--- src/rtl/pack8to16_if.sv ---
`default_nettype none
// +---------------------------------------------------------------------------+
// | pack8to16_if : byte-in / word-out valid-ready bundle for pack8to16        |
// | Rev 1.0                                                                   |
// +---------------------------------------------------------------------------+
interface pack8to16_if;
    logic [7:0]  in_byte;
    logic        in_valid;
    logic        in_last;
    logic        in_ready;
    logic [15:0] out_word;
    logic        out_partial;
    logic        out_valid;
    logic        out_ready;

    // master: byte source plus word sink; slave: the packer itself
    modport master (
        output in_byte, in_valid, in_last, out_ready,
        input  in_ready, out_word, out_partial, out_valid
    );

    modport slave (
        input  in_byte, in_valid, in_last, out_ready,
        output in_ready, out_word, out_partial, out_valid
    );
endinterface
`default_nettype wire

--- src/rtl/pack8to16.sv ---
`default_nettype none
// +---------------------------------------------------------------------------+
// | pack8to16 : pairs bytes into 16-bit words, flushing odd tails as partials |
// | Rev 1.0                                                                   |
// +---------------------------------------------------------------------------+
module pack8to16 #(
    parameter int         LOW_FIRST = 1,
    parameter logic [7:0] PAD       = 8'h00,
    parameter int         CNT_W     = 16
) (
    input  wire logic             clk,
    input  wire logic             rst_n,
    pack8to16_if.slave            bus,
    output logic [CNT_W-1:0]      word_count
);

    typedef enum logic [0:0] {
        S_EMPTY = 1'b0,
        S_HALF  = 1'b1
    } state_t;

    localparam logic [CNT_W-1:0] c_cnt_one = {{(CNT_W-1){1'b0}}, 1'b1};

    state_t             r_state;
    logic [7:0]         r_hold;
    logic [15:0]        r_word;
    logic               r_partial;
    logic               r_valid;
    logic [CNT_W-1:0]   r_count;

    logic               w_in_ready;
    logic               w_in_hs;
    logic               w_out_hs;
    logic [15:0]        w_pair_word;
    logic [15:0]        w_part_word;

    // The output slot frees up in the same cycle the sink takes it.
    assign w_in_ready = !r_valid || bus.out_ready;
    assign w_in_hs    = bus.in_valid && w_in_ready;
    assign w_out_hs   = r_valid && bus.out_ready;

    generate
        if (LOW_FIRST != 0) begin : g_low_first
            assign w_pair_word = {bus.in_byte, r_hold};
            assign w_part_word = {PAD, bus.in_byte};
        end else begin : g_high_first
            assign w_pair_word = {r_hold, bus.in_byte};
            assign w_part_word = {bus.in_byte, PAD};
        end
    endgenerate

    always_ff @(posedge clk) begin
        if (!rst_n) begin
            r_state   <= S_EMPTY;
            r_hold    <= 8'h00;
            r_word    <= 16'h0000;
            r_partial <= 1'b0;
            r_valid   <= 1'b0;
            r_count   <= '0;
        end else begin
            if (w_out_hs) begin
                r_valid <= 1'b0;
                r_count <= r_count + c_cnt_one;
            end
            // A load in the same cycle overrides the valid clear above.
            if (w_in_hs) begin
                case (r_state)
                    S_EMPTY: begin
                        if (bus.in_last) begin
                            r_word    <= w_part_word;
                            r_partial <= 1'b1;
                            r_valid   <= 1'b1;
                        end else begin
                            r_hold  <= bus.in_byte;
                            r_state <= S_HALF;
                        end
                    end
                    S_HALF: begin
                        r_word    <= w_pair_word;
                        r_partial <= 1'b0;
                        r_valid   <= 1'b1;
                        r_state   <= S_EMPTY;
                    end
                    default: r_state <= S_EMPTY;
                endcase
            end
        end
    end

    assign bus.in_ready    = w_in_ready;
    assign bus.out_word    = r_word;
    assign bus.out_partial = r_partial;
    assign bus.out_valid   = r_valid;
    assign word_count      = r_count;

endmodule
`default_nettype wire

--- src/flat_wrapper.sv ---
// flat-port wrapper written by rule: the top's interface ports become plain ports
module pack8to16_flat 
#(
    parameter int         LOW_FIRST = 1,
    parameter logic [7:0] PAD       = 8'h00,
    parameter int         CNT_W     = 16
)
  (clk, rst_n, word_count, bus_in_byte, bus_in_valid, bus_in_last, bus_out_ready, bus_in_ready, bus_out_word, bus_out_partial, bus_out_valid);
  pack8to16_if bus_i ();
  input  wire logic clk;
  input  wire logic rst_n;
  output logic [CNT_W-1:0] word_count;
  input wire logic [$bits(bus_i.in_byte)-1:0] bus_in_byte;
  input wire logic [$bits(bus_i.in_valid)-1:0] bus_in_valid;
  input wire logic [$bits(bus_i.in_last)-1:0] bus_in_last;
  input wire logic [$bits(bus_i.out_ready)-1:0] bus_out_ready;
  output wire logic [$bits(bus_i.in_ready)-1:0] bus_in_ready;
  output wire logic [$bits(bus_i.out_word)-1:0] bus_out_word;
  output wire logic [$bits(bus_i.out_partial)-1:0] bus_out_partial;
  output wire logic [$bits(bus_i.out_valid)-1:0] bus_out_valid;
  assign bus_i.in_byte = bus_in_byte;
  assign bus_i.in_valid = bus_in_valid;
  assign bus_i.in_last = bus_in_last;
  assign bus_i.out_ready = bus_out_ready;
  assign bus_in_ready = bus_i.in_ready;
  assign bus_out_word = bus_i.out_word;
  assign bus_out_partial = bus_i.out_partial;
  assign bus_out_valid = bus_i.out_valid;
  pack8to16 #(.LOW_FIRST(LOW_FIRST), .PAD(PAD), .CNT_W(CNT_W)) u_core (.clk(clk), .rst_n(rst_n), .bus(bus_i), .word_count(word_count));
endmodule
--- config.mk ---
export PLATFORM = sky130hd
export DESIGN_NAME = pack8to16_flat
export DESIGN_NICKNAME = d
export VERILOG_FILES = /design/src/rtl/pack8to16_if.sv /design/src/rtl/pack8to16.sv /design/src/flat_wrapper.sv
export SDC_FILE = /design/constraint.sdc
export NUM_CORES = 1
export LEC_CHECK = 0
export CAP_MARGIN = 20
export CORE_ASPECT_RATIO = 1.4
export CORE_MARGIN = 5
export CORE_UTILIZATION = 47
export DETAILED_ROUTE_END_ITERATION = 10
export GPL_TIMING_DRIVEN = 0
export PLACE_DENSITY = 0.79
export REMOVE_ABC_BUFFERS = 1
export SYNTH_ARGS = -nofsm -noshare
export SYNTH_HDL_FRONTEND = slang
export SYNTH_SLANG_ARGS = --single-unit
--- constraint.sdc ---
create_clock -name clk -period 1.7 [get_ports clk]
set_input_delay 0.255 -clock clk [delete_from_list [all_inputs] [get_ports clk]]
set_output_delay 0.255 -clock clk [all_outputs]
set_load 0.005 [all_outputs]
==> results of run 1 <==
-- metrics by stage --
step,instance area (um^2),util [%]
floorplan,1690,-
global placement,2220,61.4
detailed placement,2220,61.4
CTS,2350,65.0
global route,2370,65.8
finish,2370,65.8
-- kinds of logic (layout without fill, tap and decap cells) --
group,Yosys count,count (layout),share of synthesized area (%)
buffers and inverters,11,62,2.54
and+or+nand+nor,69,69,20.3
AOI/OAI and AO/OA,28,28,11.3
DFF,43,43,50.0
adders and majority gates,1,1,0.727
xor gates and xnor gates,9,9,4.58
muxes,18,18,10.5
-- critical path, stage by stage (launching register included) --
cell and delay [ns]:
dfxtp_2 0.39, nand3_4 0.11, or4_4 0.51, or3_1 0.35, a21oi_1 0.13
-- path summary, 6_finish.rpt --
check                          start                      end  slack, ns
max             u_core.word_count[0]    u_core.word_count[15]       0.14
min                    bus_out_ready     u_core.word_count[1]       0.42
max reg2reg     u_core.word_count[0]    u_core.word_count[15]       0.14
min reg2reg  u_core.bus.out_word[14]  u_core.bus.out_word[14]       0.49
-- power breakdown --
part / internal, mW / switching, mW / leakage, nW / total [mW]
registers: 1.04 / 0.0305 / 0.355 / 1.07
clock network: 0.371 / 0.353 / 0.0515 / 0.724
logic: 0.124 / 0.0953 / 0.462 / 0.219
total: 1.54 / 0.478 / 0.868 / 2.02
-- final cells by class --
| type | instances | area, um^2 |
|---|---|---|
| Timing Repair Buffer | 50 | 490 |
| Clock buffer | 8 | 100 |
| Inverter | 4 | 17.5 |
| Sequential cell | 43 | 877 |
| Tap cell | 42 | 52.6 |
| Multi-Input combinational cell | 125 | 837 |
| Fill cell | 301 | 1240 |
-- state kept, by name, indices dropped and copies added, names as in the netlist --
register,cells
u_core.bus.out_valid,1
u_core.r_state,1
u_core.word_count,16
u_core.bus.out_word,16
u_core.r_hold,8
u_core.bus.out_partial,1
-- repair_timing --
item                                    4_1_cts  5_1_grt
endpoints found under the setup margin       33       20
pin swaps                                     2        2
endpoints found under the hold margin         0        0
buffers inserted                              3        0
resized for setup                             8       11
-- layer usage --
metal / routed length, um / part of all wire (%) / global-route usage (%)
met5: 0 / 0 / 0
met4: 70 / 1.9 / 7.16
met3: 312 / 8.4 / 7.86
met2: 1760 / 47 / 27.5
met1: 1570 / 42 / 19.9
-- Yosys cell counts (all sizes together) --
| cell type | n | area (um^2) |
|---|---|---|
| nand2b | 2 | 12.5 |
| and4 | 1 | 8.76 |
| buf | 2 | 10.0 |
| xnor2 | 7 | 61.3 |
| nor2 | 30 | 113 |
| o21ai | 4 | 20.0 |
| clkbuf | 5 | 18.8 |
| dfxtp | 43 | 861 |
| or4 | 1 | 11.3 |
| nor3b | 1 | 18.8 |
| clkinv | 1 | 3.75 |
| xor2 | 2 | 17.5 |
| a22o | 8 | 70.1 |
| and3 | 1 | 6.26 |
| nor4 | 5 | 31.3 |
| inv | 3 | 11.3 |
| a21oi | 6 | 30.0 |
| o21a | 1 | 7.51 |
| nand4 | 3 | 18.8 |
| nand2 | 7 | 26.3 |
| mux2i | 18 | 180 |
| ha | 1 | 12.5 |
| nand3 | 9 | 50.1 |
| or3 | 4 | 25.0 |
| and2b | 1 | 7.51 |
| and2 | 1 | 6.26 |
| a211oi | 9 | 67.6 |
| nor3 | 3 | 15.0 |
==> run_results.csv, run 1 <==
group,metric,value,unit
status,status,"completed",
final_layout,final_cells,272,
synth,syn_area_per_cell,9.62,um^2
final_layout,drive_gt1_share,10.9,%
drt,drc,0,
synth,ys_seq_area_share,50.0,%
final_layout,layout_commonest_cell,"clkdlybuf4s50_1",
placed_design,io_buffers,47,
placed_design,dp_cells,261,
synth,ys_warn_count,0,
job,maxCapViolations,0,
floorplanning,die_area,0.00499,mm^2
critical_path,cp_max_fo,8,
sta,finalClockSkew,0.00479,ns
drt,firstDrtPassIters,4,
cts,cts_buffer_depth,2,
power,p_leak,0.868,nW
critical_path,crit_type,"reg2reg",
placed_design,dp_slack,-1.07,ns
sta,min_period,1.56,ns
grt,grt_pass1_vias,1404,
critical_path,worstPathArrival,1.80,ns
synth,synth-seq-cells,43,
grt,grt_usage,17.4,%
drt,wirelength,3.71,mm
hold_path,hp-class,"in2reg",
grt,overflow,0,
hold_path,hold_depth,3,
cts,tritoncts,"yes",
critical_path,worst_setup_path_start_kind,"flop",
final_layout,syn2layout_area_growth,37.9,%
sta,slew_headroom,76.3,%
final_layout,antenna_cells,0,
drt,ant_nets,0,
sta,whs,0.416,ns
floorplanning,die_y,81.6,um
synth,synth_area,0.00172,mm^2
synth,ys_types,29,
grt,grt_max_degree,34,
cts,htreeDepth,2,
sta,hold_viol,0,
final_layout,layout_common_cells,"clkdlybuf4s50_1 (45), dfxtp_1 (34), nor2_1 (29)",
grt,grt_first_pass_wirelength,6.41,mm
sta,tightest_slew,0.352,ns
placed_design,place.gp.congestion,0.775,
power,power.total,2.02,mW
power,ir_worst_vdd,868,uV
sta,fmax,0.641,GHz
critical_path,r2r_cells,4,
cts,cts-root-buf,"clkbuf_8",
drt,routedWlPerCell,13.6,um
sta,tns,0,ns
critical_path,required,1.94,ns
drt,drt_iter0_drc,31,
power,powerDensity,850,mW/mm^2
floorplanning,rows,26,
cts,clk_latency,0.30,ns
sta,final-setup-viol-count,0,
sta,fin_ws,0.139,ns
sta,drv_slew,0,
drt,vias,1434,
cts,numCtsBuffers,5,
synth,synth_cells,179,
placed_design,hpwl,2.56,mm
sta,rsz0062_at_grt,"no",
floorplanning,start_util,47.7,%
grt,antenna_found_initial,0,
drt,vias_per_cell,5.27,
cts,clkTransAtPathRegs,0.08,ns
floorplanning,io_pins,48,
cts,cts_sinks,43,
sta,min_period_over_period,91.8,%
cts,hold_buffers,0,
floorplanning,die_x,61.2,um
final_layout,finalNetCount,243,
floorplanning,coreArea,0.00361,mm^2
critical_path,end_kind,"flop",
(Power assumes the default switching activity.)
==> run 2: changes to the inputs <==
--- a/config.mk
+++ b/config.mk
@@ -5,13 +5,13 @@
 export SDC_FILE = /design/constraint.sdc
 export NUM_CORES = 1
 export LEC_CHECK = 0
+export ABC_CLOCK_PERIOD_IN_PS = 1700
 export CAP_MARGIN = 20
 export CORE_ASPECT_RATIO = 1.4
 export CORE_MARGIN = 5
-export CORE_UTILIZATION = 47
+export CORE_UTILIZATION = 25
 export DETAILED_ROUTE_END_ITERATION = 10
 export GPL_TIMING_DRIVEN = 0
-export PLACE_DENSITY = 0.79
 export REMOVE_ABC_BUFFERS = 1
 export SYNTH_ARGS = -nofsm -noshare
 export SYNTH_HDL_FRONTEND = slang
==> run_results.csv, run 2 (synthesized netlist as in run 1, its figures left out) <==
group,metric,value,unit
critical_path,worst_setup_path_start_kind,"flop",
cts,tritoncts,"yes",
power,p_clk_share,37.3,%
sta,min_period_over_period,93.8,%
drt,routedWlPerCell,13.0,um
grt,overflow,0,
critical_path,crit_type,"reg2reg",
sta,tns,0,ns
power,ir_worst_vdd,548,uV
critical_path,worstPathArrival,1.82,ns
power,internal_power,1.60,mW
grt,grt_first_pass_wirelength,6.92,mm
final_layout,fillCellCount,711,
hold_path,hp-class,"in2reg",
floorplanning,coreArea,0.00666,mm^2
power,switching_share,22.8,%
critical_path,required,1.92,ns
power,combPwrFrac,10.7,%
status,status,"completed",
sta,tightest_slew,0.392,ns
cts,clkTransAtPathRegs,0.08,ns
floorplanning,io_pins,48,
grt,grt_usage,10.3,%
final_layout,layout_commonest_cell,"clkdlybuf4s50_1",
cts,clk_latency,0.29,ns
sta,rsz0062_at_grt,"no",
cts,cts-root-buf,"clkbuf_8",
floorplanning,die_y,108,um
grt,antenna_found_initial,0,
sta,final-setup-viol-count,0,
placed_design,hpwl,2.90,mm
cts,htreeDepth,2,
drt,wirelength,4.16,mm
sta,drv_slew,0,
floorplanning,die_x,80.1,um
drt,ant_nets,0,
drt,drc,0,
drt,vias_per_cell,4.61,
placed_design,place.gp.congestion,0.794,
placed_design,dp_cells,311,
floorplanning,rows,35,
sta,hold_viol,0,
critical_path,cp_max_fo,8,
drt,firstDrtPassIters,4,
grt,grt_pass1_vias,1449,
final_layout,finalNetCount,243,
final_layout,antenna_cells,0,
job,maxCapViolations,0,
final_layout,regArea,877,um^2
sta,whs,0.449,ns
final_layout,multi_input_area,837,um^2
power,p_leak,0.866,nW
cts,cts_buffer_depth,2,
sta,min_period,1.59,ns
drt,vias,1481,
final_layout,final_cells,321,
placed_design,dpl_cell_area,0.00228,mm^2
final_layout,layout_common_cells,"clkdlybuf4s50_1 (45), dfxtp_1 (34), nor2_1 (29)",
floorplanning,die_area,0.00867,mm^2
sta,slew_headroom,73.6,%
cts,numCtsBuffers,5,
power,powerDensity,847,mW/mm^2
floorplanning,start_util,25.9,%
drt,drt_iter0_drc,76,
critical_path,end_kind,"flop",
power,p_seq_share,52.0,%
cts,cts_sinks,43,
final_layout,final_cell_area,0.00245,mm^2
placed_design,io_buffers,47,
power,p_sw,0.473,mW
final_layout,syn2layout_area_growth,42.1,%
final_layout,drive_gt1_share,10.9,%
sta,fmax,0.627,GHz
sta,finalClockSkew,0.00693,ns
grt,grt_max_degree,34,
run 2: cell types whose count changed in the layout (fill, tap and decap cells not counted), sizes merged:
cell | before | now
bufinv | 0 | 1
clkinvlp | 0 | 1
clkinv | 0 | 1
clkbuf | 8 | 5
inv | 4 | 3
run 2: cell type report:
cell class,count,share of cell area (%)
clock buffer,5,2.81
clock inverter,2,1.53
inverter,4,0.818
multi-input combinational,125,34.2
sequential,43,35.9
tap,92,4.71
timing repair buffer,50,20.1
run 2: timing repair:
action / 4_1_cts / 5_1_grt
endpoints found under the setup margin: 42 / 11
pin swaps: 2 / 2
resized for setup: 9 / 10
cloned: 0 / 0
setup buffers: 3 / 0
hold buffers: 0 / 0
run 2: power groups by stage:
| stage | combinational, mW | clock [mW] | sequential [mW] |
|---|---|---|---|
| finish | 0.222 | 0.773 | 1.08 |
| global route | 0.246 | 0.851 | 1.08 |
| CTS | 0.227 | 0.805 | 1.08 |
| detailed placement | 0.218 | 0 | 1.10 |
| global placement | 0.216 | 0 | 1.10 |
| floorplan | 0.0979 | 0 | 1.10 |
run 2: routing by layer:
layer | wire length (um) | up-vias | track usage, %
met5 | 0 | - | 0
met4 | 79 | 0 | 4.23
met3 | 250 | 8 | 3.67
met2 | 1980 | 39 | 16.6
met1 | 1850 | 693 | 12.2
li1 | - | 741 | -
run 2: critical path: stages, from the launching register on:
cell,delay (ns)
dfxtp_2,0.40
nand3_4,0.12
or4_4,0.52
or3_1,0.36
a21oi_1,0.14
run 2: through the flow:
stage / total power [mW] / util, % / setup slack (ns)
CTS: 2.11 / 36.4 / 0.0122
detailed placement: 1.32 / 34.2 / -1.24
finish: 2.07 / 36.7 / 0.105
global route: 2.18 / 36.7 / 0.00381
floorplan: 1.19 / - / -0.126
global placement: 1.32 / 34.2 / -1.28
run 2: final timing paths:
check | from | endpoint | slack, ns | cells after the start
worst max-delay path | u_core.word_count[2] | u_core.word_count[15] | 0.11 | 4
worst min register to register | u_core.word_count[14] | u_core.word_count[14] | 0.49 | 2
worst min-delay path | bus_out_ready | u_core.word_count[1] | 0.45 | 3
worst max register to register | u_core.word_count[2] | u_core.word_count[15] | 0.11 | 4
